--- src/rtl/rf_arb_pkg.sv ---
// rf_arb_pkg: shared types and constants for the register-file write arbiter.
//   XLEN_DEF   default data width
//   REG_ADDR_W register-number width
//   rf_wr_t    one pending register write {live, rd, data}. It is used for the
//              LLU buffer slots and for the registered write-port output.
//   rd_onehot  decodes a register number into a one-hot register mask
package rf_arb_pkg;

  localparam int XLEN_DEF   = 32;
  localparam int REG_ADDR_W = 5;
  localparam int NUM_REGS   = 1 << REG_ADDR_W;

  typedef struct packed {
    logic                  live;
    logic [REG_ADDR_W-1:0] rd;
    logic [XLEN_DEF-1:0]   data;
  } rf_wr_t;

  function automatic logic [NUM_REGS-1:0] rd_onehot(input logic [REG_ADDR_W-1:0] rd);
    rd_onehot     = '0;
    rd_onehot[rd] = 1'b1;
  endfunction

endpackage

--- src/rtl/rf_arb_fifo.sv ---
// rf_arb_fifo: DEPTH-slot circular buffer for long-latency-unit writes.
// Slots that a younger writeback has overwritten are killed in place. A killed
// slot still occupies its position and still counts toward count. It is later
// dequeued with no write.
// Ports:
//   clk, rst      clock, asynchronous active-high reset
//   push          enqueue push_entry at the write pointer (caller guarantees not full)
//   push_entry    entry to enqueue
//   pop           dequeue the head (caller guarantees not empty)
//   kill_en       clear live on every live slot whose rd equals kill_rd
//   kill_rd       register number being overwritten by writeback
//   head          slot at the read pointer
//   count         occupied slots, killed slots included
//   live_rd       per-slot rd, or 0 when the slot is not live
module rf_arb_fifo
  import rf_arb_pkg::*;
#(
  parameter int DEPTH = 4
) (
  input  logic                                clk,
  input  logic                                rst,
  input  logic                                push,
  input  rf_wr_t                              push_entry,
  input  logic                                pop,
  input  logic                                kill_en,
  input  logic [REG_ADDR_W-1:0]               kill_rd,
  output rf_wr_t                              head,
  output logic [$clog2(DEPTH):0]              count,
  output logic [DEPTH-1:0][REG_ADDR_W-1:0]    live_rd
);

  localparam int PTR_W = $clog2(DEPTH);
  localparam int CNT_W = PTR_W + 1;

  rf_wr_t [DEPTH-1:0] slot_q,   slot_d;
  logic   [PTR_W-1:0] wr_ptr_q, wr_ptr_d;
  logic   [PTR_W-1:0] rd_ptr_q, rd_ptr_d;
  logic   [CNT_W-1:0] count_q,  count_d;

  // NOTE: every signal gets its default at the top of an always_comb, so no
  // path through the block leaves a value unassigned and no latch is inferred.
  always_comb begin
    slot_d   = slot_q;
    wr_ptr_d = wr_ptr_q;
    rd_ptr_d = rd_ptr_q;
    count_d  = count_q;

    if (kill_en) begin
      for (int i = 0; i < DEPTH; i++) begin
        if (slot_q[i].live && (slot_q[i].rd == kill_rd)) begin
          slot_d[i].live = 1'b0;
        end
      end
    end

    if (pop) begin
      slot_d[rd_ptr_q].live = 1'b0;
      rd_ptr_d              = rd_ptr_q + PTR_W'(1);
    end

    // The caller only pushes when not full. The write slot therefore never
    // holds a live entry, and it is never the slot being popped.
    if (push) begin
      slot_d[wr_ptr_q] = push_entry;
      wr_ptr_d         = wr_ptr_q + PTR_W'(1);
    end

    case ({push, pop})
      2'b10:   count_d = count_q + CNT_W'(1);
      2'b01:   count_d = count_q - CNT_W'(1);
      default: ;
    endcase
  end

  // NOTE: the slot array is reset along with the pointers. Its live bits must
  // come up clear, and the array is too small to be worth splitting into
  // reset and non-reset storage.
  // NOTE: state is updated with non-blocking assignments, so every flop
  // samples the values it held before the clock edge.
  always_ff @(posedge clk or posedge rst) begin
    if (rst) begin
      slot_q   <= '0;
      wr_ptr_q <= '0;
      rd_ptr_q <= '0;
      count_q  <= '0;
    end else begin
      slot_q   <= slot_d;
      wr_ptr_q <= wr_ptr_d;
      rd_ptr_q <= rd_ptr_d;
      count_q  <= count_d;
    end
  end

  assign head  = slot_q[rd_ptr_q];
  assign count = count_q;

  always_comb begin
    live_rd = '0;
    for (int i = 0; i < DEPTH; i++) begin
      live_rd[i] = slot_q[i].live ? slot_q[i].rd : '0;
    end
  end

endmodule

--- src/rtl/rf_write_arbiter.sv ---
// rf_write_arbiter: shares the register file's single write port between the
// writeback stage and a long-latency unit (LLU).
//
// Writeback always wins the port. LLU results wait in rf_arb_fifo and drain
// into idle write-port cycles. A writeback to rd kills any buffered LLU write
// to the same rd, because writeback is always the younger write.
//
// Optional feature, enabled by defining the macro RF_ARB_BYPASS_EN: when the
// buffer is empty and the port is idle, an LLU write goes straight to the
// port. It is then visible one cycle after acceptance.
//
// Ports:
//   clk, rst                   clock, asynchronous active-high reset
//   wb_valid/wb_rd/wb_data     writeback request, always taken
//   llu_valid/llu_rd/llu_data  LLU request; accepted when llu_valid && llu_ready
//   llu_ready                  buffer not full (registered count only)
//   rf_we/rf_rd/rf_wdata       registered register-file write port
//   pending_mask               one bit per register with a live buffered write
//   fifo_count                 occupied buffer slots, killed slots included
module rf_write_arbiter
  import rf_arb_pkg::*;
#(
  parameter int XLEN  = XLEN_DEF,
  parameter int DEPTH = 4
) (
  input  logic                    clk,
  input  logic                    rst,
  input  logic                    wb_valid,
  input  logic [REG_ADDR_W-1:0]   wb_rd,
  input  logic [XLEN-1:0]         wb_data,
  input  logic                    llu_valid,
  output logic                    llu_ready,
  input  logic [REG_ADDR_W-1:0]   llu_rd,
  input  logic [XLEN-1:0]         llu_data,
  output logic                    rf_we,
  output logic [REG_ADDR_W-1:0]   rf_rd,
  output logic [XLEN-1:0]         rf_wdata,
  output logic [NUM_REGS-1:0]     pending_mask,
  output logic [$clog2(DEPTH):0]  fifo_count
);

  localparam int CNT_W = $clog2(DEPTH) + 1;

  logic                             wb_sel;
  logic                             llu_take;
  logic                             waw_drop;
  logic                             bypass;
  logic                             push;
  logic                             pop;
  rf_wr_t                           head;
  logic [DEPTH-1:0][REG_ADDR_W-1:0] live_rd;
  rf_wr_t                           out_q, out_d;

  assign wb_sel    = wb_valid && (wb_rd != '0);
  assign llu_ready = (fifo_count < CNT_W'(DEPTH));
  // An LLU write to x0 is accepted and then dropped.
  assign llu_take  = llu_valid && llu_ready && (llu_rd != '0);
  // Writeback is younger, so an LLU write to the same rd in the same cycle is dead on arrival.
  assign waw_drop  = wb_sel && (llu_rd == wb_rd);

`ifdef RF_ARB_BYPASS_EN
  assign bypass = !wb_sel && (fifo_count == '0) && llu_take;
`else
  assign bypass = 1'b0;
`endif

  assign push = llu_take && !waw_drop && !bypass;
  assign pop  = !wb_sel && (fifo_count != '0);

  rf_arb_fifo #(
    .DEPTH (DEPTH)
  ) u_fifo (
    .clk        (clk),
    .rst        (rst),
    .push       (push),
    .push_entry ('{live: 1'b1, rd: llu_rd, data: llu_data}),
    .pop        (pop),
    .kill_en    (wb_sel),
    .kill_rd    (wb_rd),
    .head       (head),
    .count      (fifo_count),
    .live_rd    (live_rd)
  );

  // Priority select: writeback, then buffer head (a killed head drains
  // silently), then bypass.
  always_comb begin
    out_d = '0;
    if (wb_sel) begin
      out_d = '{live: 1'b1, rd: wb_rd, data: wb_data};
    end else if (pop) begin
      if (head.live) begin
        out_d = head;
      end
    end else if (bypass) begin
      out_d = '{live: 1'b1, rd: llu_rd, data: llu_data};
    end
  end

  always_ff @(posedge clk or posedge rst) begin
    if (rst) begin
      out_q <= '0;
    end else begin
      out_q <= out_d;
    end
  end

  assign rf_we    = out_q.live;
  assign rf_rd    = out_q.rd;
  assign rf_wdata = out_q.data;

  // A non-live slot reports rd 0. That lands on bit 0, which is forced clear.
  always_comb begin
    pending_mask = '0;
    for (int i = 0; i < DEPTH; i++) begin
      pending_mask = pending_mask | rd_onehot(live_rd[i]);
    end
    pending_mask[0] = 1'b0;
  end

endmodule

--- config.mk ---
export PLATFORM = sky130hd
export DESIGN_NAME = rf_write_arbiter
export DESIGN_NICKNAME = d
export VERILOG_FILES = /design/src/rtl/rf_arb_pkg.sv /design/src/rtl/rf_arb_fifo.sv /design/src/rtl/rf_write_arbiter.sv
export SDC_FILE = /design/constraint.sdc
export NUM_CORES = 1
export LEC_CHECK = 0
export CAP_MARGIN = 30
export CORE_ASPECT_RATIO = 0.7
export CORE_MARGIN = 5
export CORE_UTILIZATION = 40
export CTS_CLUSTER_DIAMETER = 80
export CTS_CLUSTER_SIZE = 30
export DETAILED_ROUTE_END_ITERATION = 7
export SETUP_SLACK_MARGIN = 0.15
export SLEW_MARGIN = 20
export SYNTH_ARGS = -nofsm -noshare
export SYNTH_HDL_FRONTEND = slang
export SYNTH_SLANG_ARGS = --single-unit
--- constraint.sdc ---
create_clock -name clk -period 15.8 [get_ports clk]
set_input_delay 2.37 -clock clk [delete_from_list [all_inputs] [get_ports clk]]
set_output_delay 2.37 -clock clk [all_outputs]
set_load 0.02 [all_outputs]
After elaboration in Yosys (flattened, before gate mapping)

Cells that the tools add are included.
W data, S select, Z words.

Register bits after elaboration: 197
Input port bits: 78
Output and inout bits: 74
Logic and storage cells: 101

$add $sub $neg: 4
$lt $le $gt $ge: 13
Equality and inequality tests: 7
Mux-type cells: 34
Bitwise logic cells: 3
Reduce and logical (&&, ||, !) cells: 22

Operators by type and width:

| cell                  | count |
|---|---|
| $bwmux W152           | 2 |
| $mux W152             | 2 |
| $mux W38              | 6 |
| $demux W38 S2         | 2 |
| $or A32 B32 Y32       | 3 |
| $bmux W38 S2          | 1 |
| $eq A5 B5 Y1          | 5 |
| $lt A5 B6 Y1 const B  | 4 |
| $demux W1 S5          | 4 |
| $ge A5 B1 Y1 const B  | 4 |
| $mux W5               | 4 |
| $logic_and A1 B1 Y1   | 16 |
| $mux W1               | 12 |
| $reduce_bool A5 Y1    | 2 |
| $lt A2 B3 Y1 const B  | 2 |
| $pmux W3 S2           | 1 |
| $add A2 B1 Y2 const B | 2 |
| $ge A2 B1 Y1 const B  | 2 |
| $add A3 B1 Y3 const B | 1 |
| $lt A3 B3 Y1 const B  | 1 |
| $reduce_bool A3 Y1    | 1 |
| $sub A3 B1 Y3 const B | 1 |
| $eq A2 B1 Y1 const B  | 1 |
| $eq A2 B2 Y1 const B  | 1 |
| other kinds (2)       | 3 |

Depth between registers and ports, before layout

Word-level depth: 8
Depth in mapped cells: 11
Depth with buffers taken out: 10

Hierarchy

A second synthesis with hierarchy kept.

Cells, all modules: 779
Area, all modules: 10119.7 um2

Modules (own cells, without submodules):

| module           | times used | cells each | area each (um2) | seq. area each (um2) |
|---|---|---|---|---|
| rf_arb_fifo      | 1          | 466        | 7455.9          | 3978.8 |
| rf_write_arbiter | 1          | 313        | 2663.8          | 950.9 |

Worst setup path before layout

OpenSTA, ideal clock, no wires.

Path type: input-to-reg
Start point: input wb_rd[0]
End point: register u_fifo.count_q[2] (netlist: u_fifo.count[2])
Data arrival time: 4.588 ns
Data required time: 15.717 ns
Setup slack: 11.129 ns
Stages on the path: 10
Path buffers: 2
Cell sequence: buf_2 -> or3_1 -> a211oi_2 -> buf_2 -> ha_1 -> inv_1 -> fa_1 -> xor2_1 -> nor2_1 -> xnor2_1

Elaborated cells between the ends (all ways): 12

RTL lines:

| item                                              | RTL line               | RTL |
|---|---|---|
| start, declared                                   | rf_write_arbiter.sv:29 | `input logic [REG_ADDR_W-1:0] wb_rd,` |
| $reduce_bool A5 Y1 *                              | rf_write_arbiter.sv:54 | `assign wb_sel = wb_valid && (wb_rd != '0);` |
| $logic_and A1 B1 Y1 *                             | rf_write_arbiter.sv:54 |  |
| $logic_not A1 Y1 *                                | rf_write_arbiter.sv:68 | `assign pop = !wb_sel && (fifo_count != '0);` |
| $logic_and A1 B1 Y1 *                             | rf_write_arbiter.sv:68 |  |
| net pop                                           | rf_write_arbiter.sv:49 | `logic pop;` |
| $eq A2 B1 Y1 or $eq A2 B2 Y1 (tied branches)      | rf_arb_fifo.sv:68      | `case ({push, pop})` |
| $pmux W3 S2 or $reduce_bool A2 Y1 (tied branches) | --                     |  |
| end signal, assigned                              | rf_arb_fifo.sv:90      | `count_q <= count_d;` |
| end, declared                                     | rf_arb_fifo.sv:38      | `logic [CNT_W-1:0] count_q, count_d;` |

Mark *: on every way through the listed nets, which the timed path passes. The rest lies on a longest branch.
A chain may end at the register's enable or synchronous reset.

Worst setup path after layout

Start point: input wb_rd[1]
End point: register u_fifo.slot_q[86] in the netlist's numbering

Word-level cells in the longest chain between the ends: 7
Elaborated cells between the ends (all ways): 11

RTL lines:

| item                 | RTL line               | RTL |
|---|---|---|
| $reduce_bool A5 Y1   | rf_write_arbiter.sv:54 |  |
| $logic_and A1 B1 Y1  | rf_write_arbiter.sv:54 |  |
| $logic_not A1 Y1     | rf_write_arbiter.sv:68 |  |
| $logic_and A1 B1 Y1  | rf_write_arbiter.sv:68 |  |
| $mux W152            | rf_arb_fifo.sv:56      | `if (pop) begin` |
| $bwmux W152          | rf_arb_fifo.sv:64      | `slot_d[wr_ptr_q] = push_entry;` |
| $mux W152 *          | rf_arb_fifo.sv:63      | `if (push) begin` |
| end signal, assigned | rf_arb_fifo.sv:87      | `slot_q <= slot_d;` |
| end, declared        | rf_arb_fifo.sv:35      | `rf_wr_t [DEPTH-1:0] slot_q, slot_d;` |

Mark *: on every way between the ends. The rest lies on a longest branch, timed or not.

==> flow_summary.ini <==
[sta]
period_share_pct = 32.7
max_freq_mhz = 193
setup_viol = 0
report.final.slew_viol_count = 0
final-hold-violation-count = 0
grt_setup_unrepaired = false
setup_tns_ns = 0
max_slew.worst_pin.slew_ns = 0.891
final_period_minus_worst_setup_slack_ns = 5.17
post-route-worst-setup-slack_ns = 10.63
skew_ns = 0.00827
timing.max_slew.rel_slack_pct = 40.6

[synth]
synth_top_area_share_pct = 50.3
synth_top_flop_cell = dfrtp_1
syn_area_um2 = 9790
yosysSeqAreaShare_pct = 50.3
asyncSetResetFlopFracSynth_pct = 100
avgSynthCellArea_um2 = 13.8
syn_nets = 798
synth_enable_flop_cells = 0
synth.lib_cells_used.distinct = 48
ys_seq_elements = 197
synthesis.yosys.warnings = 0
synth_area_leader_cell = dfrtp_1
synthesis.instances = 710
synthTopCellsByArea = dfrtp_1 (50%), mux2_1 (10%), mux4_2 (8.7%)

[clocking]
clkSlewWorstSetupHoldPaths_ns = 0.07
ctsHoldBuffers = 0
cts_buffer_depth = 2
tritoncts_buffer_count = 17
cts_tree = yes
post_cts_resized = 0
cts_root_buf = clkbuf_16
clk_latency_ns = 0.43
post_cts_buffers = 0
clock-sinks = 197
clock_tree.htree_level_count = 4

[power_and_ir_drop]
totalPowerFinal_mw = 2.31
power.density_nw_per_um2 = 193
leakage_power_figure_nw = 4.72
worst_vdd_ir_mv = 0.106

[worst_setup_path]
critPathBufInv = 2
endpoint_kind = flip-flop
critPathLaunchType = input port
crit_arrival_ns = 5.48
critical-path-slowest-cell = clkdlybuf4s50_1
critical_path.max_fanout = 42
critPathKind = input port to flip-flop
critPathTopFamily = compound AO/OA/AOI/OAI gates
cpPeakStageDelay_ns = 0.62
required_ns = 16.11
cell_breakdown_of_the_critical_path = clkdlybuf4s50_1 -> or3_1 -> o31a_4 -> a31oi_4 -> buf_4 -> mux2_1

[drt]
via_count_of_the_routed_design = 6823
route.detailed.vias_per_inst = 5.91
drt-initial-drc-count = 476
wire_per_inst_um = 23.2
route.detailed.drc = 0
first_pass_iters = 5
total_wire_length_after_detailed_routing_um = 26800
antenna_violating_nets_post_route = 0

[worst_hold_path]
hold_removal_path_class = flip-flop to flip-flop

[grt]
gr-total-overflow = 0
groute.usage.overall_pct = 19.5
grt_antenna_before_repair = 2
grt_pass1_wl_um = 42300
grt_start_max_net_pins = 109
first_global_vias = 7277

[floorplan]
placement_rows = 47
core_region_area_um2 = 23900
design.portCount = 152
die_h_um = 141
die-width_um = 197
initial_core_util_pct = 41.0
dieArea_um2 = 27800

[place]
hpwlAfterDp_um = 18300
dp_worst_setup_slack_ns = 10.19
finalWeightedCongestion = 0.907
port-buffer-count = 150
placement.cell_area_um2 = 11500

[layout]
finish.utilization_pct = 50.2
post-route-cell-area_um2 = 12000
area_growth_pct = 22.5
most-common-layout-cells = dfrtp_1 (195), clkdlybuf4s50_1 (150), mux2_1 (91)
multiInputGateArea_um2 = 4520
most_frequent_standard_cell_in_the_layout_excluding_fill_and_tap_cells = dfrtp_1
layout.area.seq_um2 = 4930
num_antenna_cells = 0
drive_above_1_share_pct = 17.6
fillCellCount = 2064
layout.nets = 912

[job]
timing.max_cap.violations = 0

[outcome]
result_of_the_run = complete, no violations
[per-stage QoR]
step | instances | hold slack [ns]
4_1_cts | 1155 | 0.489
2_1_floorplan | 710 | 0.452
3_5_place_dp | 1123 | 0.473
3_3_place_gp | 1122 | 0.462
5_1_grt | 1155 | 0.510
6_report | 1155 | 0.486
[flip-flops by register name, summed over array words and instances, names as in the netlist]
name,count
rf_rd,5
u_fifo.wr_ptr_q,2
u_fifo.count,3
rf_wdata,32
u_fifo.rd_ptr_q,2
u_fifo.slot_q,152
rf_we,1
[logic make-up (layout without fill, tap and decap cells)]
group | after synthesis | count (layout) | share of synthesized area (%)
AO/OA/AOI/OAI | 126 | 126 | 11.4
flip-flops | 197 | 197 | 50.3
XOR/XNOR | 30 | 30 | 2.68
multiplexers | 188 | 188 | 26.0
AND/OR/NAND/NOR | 84 | 84 | 4.32
other | 1 | 1 | 0.0383
buffers and inverters | 74 | 201 | 3.90
adder cells (fa/ha/maj) | 10 | 10 | 1.35
[worst register-to-register path, delay by kind of cell, from the launching register on]
family | cells | cell delay [ns]
adders and majority gates | 1 | 0.17
DFF | 1 | 0.40
buffers and inverters | 2 | 0.58
muxes | 1 | 0.39
AOI/OAI and AO/OA | 2 | 0.71
[final cells by class]
type / instances / share of cell area [%]
clock buffers: 23 / 3.82
well taps: 318 / 3.32
flip-flops and latches: 197 / 41.1
multi-input cells: 439 / 37.7
clock inverters: 9 / 0.459
repair buffers: 159 / 13.2
inverters: 10 / 0.376
[synth_stat cells, types with 5 or more instances]
cell	number
a221o_1	6
a22oi_1	21
a32o_1	37
buf_2	14
buf_4	5
buf_6	9
clkbuf_1	33
dfrtp_1	197
ha_1	9
inv_1	9
mux2_1	91
mux2_2	58
mux4_2	38
nand2_1	20
nand2b_1	6
nand3_1	10
nand4_1	6
nor2_1	19
nor2b_1	6
nor3_1	7
o211ai_1	5
o221ai_1	21
o22ai_1	6
xnor2_1	12
xor2_1	18
[metal layers]
layer | wire length (um) | up-vias | track usage (%)
met2 | 12100 | 257 | 29.5
met1 | 12400 | 3589 | 28.3
met4 | 277 | 4 | 3.61
met3 | 1990 | 34 | 5.82
met5 | 28 | - | 0
li1 | - | 2939 | -
[final timing paths]
kind | slack, ns | start | end | depth (start not counted)
hold / removal | 0.49 | u_fifo.slot_q[7] | u_fifo.slot_q[7] | 1
min in group asynchronous | 2.47 | rst | rf_wdata[25] | 2
hold reg to reg | 0.49 | u_fifo.slot_q[7] | u_fifo.slot_q[7] | 1
setup reg to reg | 13.42 | u_fifo.wr_ptr_q[0] | u_fifo.slot_q[86] | 6
max in group asynchronous | 11.94 | rst | rf_wdata[12] | 4
setup / recovery | 10.63 | wb_rd[1] | u_fifo.slot_q[86] | 6
[where the power goes]
group          leakage [nW]  internal (mW)  switching [mW]
clock network         0.255          0.205           0.186
logic                  2.08          0.508           0.484
registers              2.39          0.734           0.195
total                  4.72           1.45           0.865
No activity file was read; power rests on OpenSTA's default activity.
